==> src/rtl/pe_inst_sequencer_pkg.sv <==
// Shared definitions for the PE instruction fetch sequencer.
// FSM state encodings shared by the top and any debug/trace logic.
package pe_inst_sequencer_pkg;

    localparam logic [1:0] ST_IDLE  = 2'd0;
    localparam logic [1:0] ST_FETCH = 2'd1;
    localparam logic [1:0] ST_DRAIN = 2'd2;

endpackage

==> src/rtl/pe_inst_sequencer_wrap_counter.sv <==
// Up-counter with enable and explicit wrap at a terminal value (compared one bit wider than the count).
// Registered count, combinational wrap pulse; holds while en is low.
module wrap_counter #(
    parameter int W = 5
) (
    input  logic         clk,
    input  logic         reset,
    input  logic         clear,
    input  logic         en,
    input  logic [W:0]   term,
    output logic [W-1:0] cnt,
    output logic         wrap
);

    logic at_term;

    // The extra term bit lets a terminal of (1<<W)-1 be reached without relying on overflow.
    assign at_term = ({1'b0, cnt} == term);
    assign wrap    = en & at_term;

    always_ff @(posedge clk) begin
        if (reset || clear) begin
            cnt <= '0;
        end else if (en) begin
            cnt <= at_term ? '0 : cnt + W'(1);
        end
    end

endmodule

==> src/rtl/pe_inst_sequencer.sv <==
// Per-PE instruction fetch sequencer driving the instruction ROM address and enable.
// Fetch-to-instValid 1 cycle; stall freezes PC, iteration, state and flags (noStall is combinational).
module pe_inst_sequencer
    import pe_inst_sequencer_pkg::*;
#(
    parameter int addrLen = 5,
    parameter int iterLen = 16
) (
    input  logic               clk,
    input  logic               reset,
    input  logic               start,
    input  logic [addrLen:0]   progLen,
    input  logic [iterLen-1:0] numIter,
    input  logic               stall,
    output logic [addrLen-1:0] rdAddr,
    output logic               noStall,
    output logic               instValid,
    output logic               lastInst,
    output logic [iterLen-1:0] iterIdx,
    output logic               busy,
    output logic               done
);

    logic [1:0]         state;
    logic [addrLen:0]   prog_len_q;
    logic [iterLen-1:0] num_iter_q;
    logic               accept;
    logic               fetch_fire;
    logic               pc_wrap;
    logic               last_issue;
    logic [addrLen:0]   pc_term;
    logic [iterLen:0]   iter_term;

    assign accept     = (state == ST_IDLE) && start;
    assign fetch_fire = (state == ST_FETCH) && !stall;
    assign pc_term    = prog_len_q - (addrLen + 1)'(1);
    assign iter_term  = {1'b0, num_iter_q - iterLen'(1)};
    assign noStall    = ~stall;
    assign busy       = (state != ST_IDLE);

    wrap_counter #(.W(addrLen)) u_pc (
        .clk   (clk),
        .reset (reset),
        .clear (accept),
        .en    (fetch_fire),
        .term  (pc_term),
        .cnt   (rdAddr),
        .wrap  (pc_wrap)
    );

    // The iteration counter only advances on a PC wrap, so its wrap marks the final issue.
    wrap_counter #(.W(iterLen)) u_iter (
        .clk   (clk),
        .reset (reset),
        .clear (accept),
        .en    (pc_wrap),
        .term  (iter_term),
        .cnt   (iterIdx),
        .wrap  (last_issue)
    );

    always_ff @(posedge clk) begin
        if (reset) begin
            state      <= ST_IDLE;
            prog_len_q <= '0;
            num_iter_q <= '0;
            instValid  <= 1'b0;
            lastInst   <= 1'b0;
            done       <= 1'b0;
        end else begin
            done <= 1'b0;
            case (state)
                ST_IDLE: begin
                    if (start) begin
                        prog_len_q <= progLen;
                        num_iter_q <= numIter;
                        if (progLen == '0 || numIter == '0) begin
                            done <= 1'b1;
                        end else begin
                            state <= ST_FETCH;
                        end
                    end
                end
                ST_FETCH: begin
                    if (last_issue) begin
                        state <= ST_DRAIN;
                    end
                end
                ST_DRAIN: begin
                    if (!stall) begin
                        state <= ST_IDLE;
                        done  <= 1'b1;
                    end
                end
                default: state <= ST_IDLE;
            endcase

            // Flags track the ROM's registered dataOut, which also holds under stall.
            if (!stall) begin
                instValid <= (state == ST_FETCH);
                lastInst  <= last_issue;
            end
        end
    end

endmodule

==> config.mk <==
export PLATFORM = sky130hd
export DESIGN_NAME = pe_inst_sequencer
export DESIGN_NICKNAME = d
export VERILOG_FILES = /design/src/rtl/pe_inst_sequencer_pkg.sv /design/src/rtl/pe_inst_sequencer_wrap_counter.sv /design/src/rtl/pe_inst_sequencer.sv
export SDC_FILE = /design/constraint.sdc
export NUM_CORES = 1
export LEC_CHECK = 0
export CAP_MARGIN = 10
export CELL_PAD_IN_SITES_DETAIL_PLACEMENT = 0
export CELL_PAD_IN_SITES_GLOBAL_PLACEMENT = 1
export CORE_ASPECT_RATIO = 0.8
export CORE_MARGIN = 5
export CORE_UTILIZATION = 38
export CTS_CLUSTER_SIZE = 24
export DETAILED_ROUTE_END_ITERATION = 7
export PLACE_DENSITY_LB_ADDON = 0.08
export REMOVE_ABC_BUFFERS = 1
export SLEW_MARGIN = 20
export SYNTH_ARGS = -nofsm -noshare
export SYNTH_HDL_FRONTEND = slang
export SYNTH_SLANG_ARGS = --single-unit
==> constraint.sdc <==
create_clock -name clk -period 2.88 [get_ports clk]
set_input_delay 0.576 -clock clk [delete_from_list [all_inputs] [get_ports clk]]
set_output_delay 0.576 -clock clk [all_outputs]
set_load 0.01 [all_outputs]
==> results.yml <==
drt:
  m1WireLength_um: 3729
  wl_per_cell_um: 14.35
  viasPerCell: 5.049
  top_layer: "met4"
  drtIter0Drc: 121
  first_pass_iters: 4
  totalWireLength_um: 6688
  met2_length_um: 2586
  drtAntennaViolNets: 0
  vias: 2353
  met3_length_um: 326
  drcViolationCount: 0
global_routing:
  grt_pass1_wl_um: 11160
  grt_usage_pct: 15.10
  first_global_vias: 2153
  antenna_found_initial: 0
  gr-total-overflow: 0
  grt_max_degree: 28
final_layout:
  diodes: 0
  utilization_pct: 48.77
  layout-drive-gt1-share_pct: 8.971
  area.growth.synth_to_final_pct: 24.35
  register_area_um2: 960.9
  multiInputGateArea_um2: 1572
  fill_cells: 736
  nets: 408
timing:
  finalCritPeriodShare_pct: 92.91
  period_minus_slack_ps: 2676
  hold_viol: 0
  drv_slew: 0
  rsz0062_at_grt: "false"
  setup_tns_ps: 0
  worst_slew_margin_rel_pct: 59.73
  setup_viol: 0
  fmax_mhz: 373.7
  tightest_slew_ps: 604.0
  finClkSkew_ps: 7.611
synth:
  synthTopCellsByArea: "dfxtp_1, nand2_1, xor2_1, a21oi_1, xnor2_1"
  synth.distinct_cells: 50
  synth-edff-count: 0
  synth_compound_area_share_pct: 11.53
  ys_warn_count: 0
  synth_common_cells: "nand2_1, dfxtp_1, a21oi_1, nor2_1, xor2_1"
  yosysMostFrequentCell: "nand2_1"
  synthXorXnorAreaFrac_pct: 13.29
  yosys_most_used_dff: "dfxtp_1"
  yosys-mux-area-fraction_pct: 0.7407
  postSynthCellCount: 329
  synthArstFlopShare_pct: 0
  synth_top_family_by_area: "simple AND/OR/NAND/NOR gates"
  synthSimpleGateAreaFrac_pct: 30.69
  seq_area_frac_synth_pct: 35.56
  ys_ff_latch: 48
  post-synth-top-area-fraction_pct: 35.56
  synth_largest_area_cell: "dfxtp_1"
  syn_area_um2: 2703
  syn_area_per_cell_um2: 8.215
  yosys.area_share.adder_pct: 1.852
worst_setup_path:
  crit_chain: "or3_2, or4_1, a21oi_1, a21oi_1, nor4_1, and4b_2, a21o_2, nor2_1"
  crit_top_cell: "a21oi_1"
  cp-start-kind: "flop"
  slowest_stage: "or4_1"
  arrival_ps: 2870
  crit_type: "reg2reg"
  required_ps: 3070
  end_kind: "flop"
  cp_max_fo: 12
  cpPeakStageDelay_ps: 510
floorplanning:
  core_area_um2: 6892
  die-area_um2: 8909
  die_y_um: 85.43
  rows: 27
  start_util_pct: 39.22
  chipWidth_um: 104.3
  io_pins: 52
clock_network:
  cts_tree: "yes"
  postCtsHoldBufs: 0
  post-cts-setup-buffers: 0
  clk_latency_ps: 300
  h-tree-depth: 2
  numCtsBuffers: 5
  cts_root_buf: "clkbuf_8"
  cts_resized: 0
  cts_buffer_depth: 2
  cts.clk_slew.worst_paths_ps: 90
  cts.sinks: 48
placed_design:
  port_buffers: 51
  dp_hpwl_um: 5218
  place_congestion: 0.7855
outcome:
  status: "completed"
hold_path:
  hp-class: "reg2reg"
power:
  peakVddDrop_mv: 0.1822
  p_sw_mw: 0.3899
  combPwrFrac_pct: 19.3
  swShare_pct: 28.23
  clkPwrFrac_pct: 28.9
  p_seq_share_pct: 51.8
  internal-power_mw: 0.9911
  leakage_nw: 1.229
  power_density_nw_per_um2: 410.9
job:
  max-cap-violations: 0
-- per-stage QoR --
stage / instance area [um2] / hold slack (ps) / instances / setup slack (ps) / total power [mW]
after floorplan: 2557 / 435.1 / 309 / 155.1 / 0.8887
after global placement: 3272 / 457.8 / 458 / 173.6 / 0.9976
after detailed placement: 3272 / 460.6 / 458 / 132.8 / 0.9987
after CTS: 3359 / 475.6 / 466 / 99.96 / 1.401
after global routing: 3361 / 509.9 / 466 / 35.57 / 1.463
final: 3361 / 473.5 / 466 / 204.1 / 1.381
-- critical path: cells and delay by family (launching register included) --
family | cells | cell delay, ps
DFF | 1 | 340
and+or+nand+nor | 5 | 1750
AOI/OAI and AO/OA | 3 | 470
-- path summary, 6_finish.rpt --
check / startpoint / end / cells after the start / slack (ps)
min: prog_len_q[5] / prog_len_q[5] / 2 / 470
min reg2reg: prog_len_q[5] / prog_len_q[5] / 2 / 470
max: num_iter_q[10] / u_iter.cnt[6] / 8 / 200
max reg2reg: num_iter_q[10] / u_iter.cnt[6] / 8 / 200
-- cell type report --
cell class / instances / share of cell area (%)
Multi-Input combinational cell: 254 / 46.76
Clock inverter: 3 / 0.5585
Clock buffer: 5 / 2.048
Inverter: 7 / 0.7818
Sequential cell: 48 / 28.59
Timing Repair Buffer: 62 / 18.02
Tap cell: 87 / 3.239
-- flip-flops by register name, indices dropped and copies added, names as in the netlist --
name and count:
state 2, u_pc.cnt 5, num_iter_q 16, lastInst 1
prog_len_q 6, u_iter.cnt 16, instValid 1, done 1
-- power groups by stage --
stage | Combinational (mW) | Sequential [mW] | Clock (mW)
2_1_floorplan | 0.166 | 0.723 | 0
3_3_place_gp | 0.267 | 0.730 | 0
3_5_place_dp | 0.267 | 0.731 | 0
4_1_cts | 0.269 | 0.716 | 0.416
5_1_grt | 0.298 | 0.720 | 0.445
6_report | 0.266 | 0.716 | 0.399
-- metal layers --
layer  vias up  GRT usage, %
met3         5         3.650
li1       1245             -
met5         -             0
met1      1050         23.53
met2        53         20.76
met4         0         2.824
-- layout by cell type, fill, tap and decap left out, drive strengths merged, types with 4 or more instances in the layout --
master         instances
nand4                 17
buf                   11
o31ai                  4
clkbuf                 5
a21oi                 36
nor4                  11
nor2                  25
xor2                  21
inv                    7
nand2                 51
clkdlybuf4s50         51
dfxtp                 48
a21o                   4
and3                   7
nor3                   8
nand2b                 5
xnor2                 20
or4                    5
nand3                  5
ha                     4
-- cells by family after synthesis --
group | after synthesis
XOR/XNOR | 41
AND/OR/NAND/NOR | 153
multiplexers | 2
flip-flops | 48
adder cells (fa/ha/maj) | 4
buffers and inverters | 27
AO/OA/AOI/OAI | 54
Note: power is estimated with default switching activity, not from simulation.
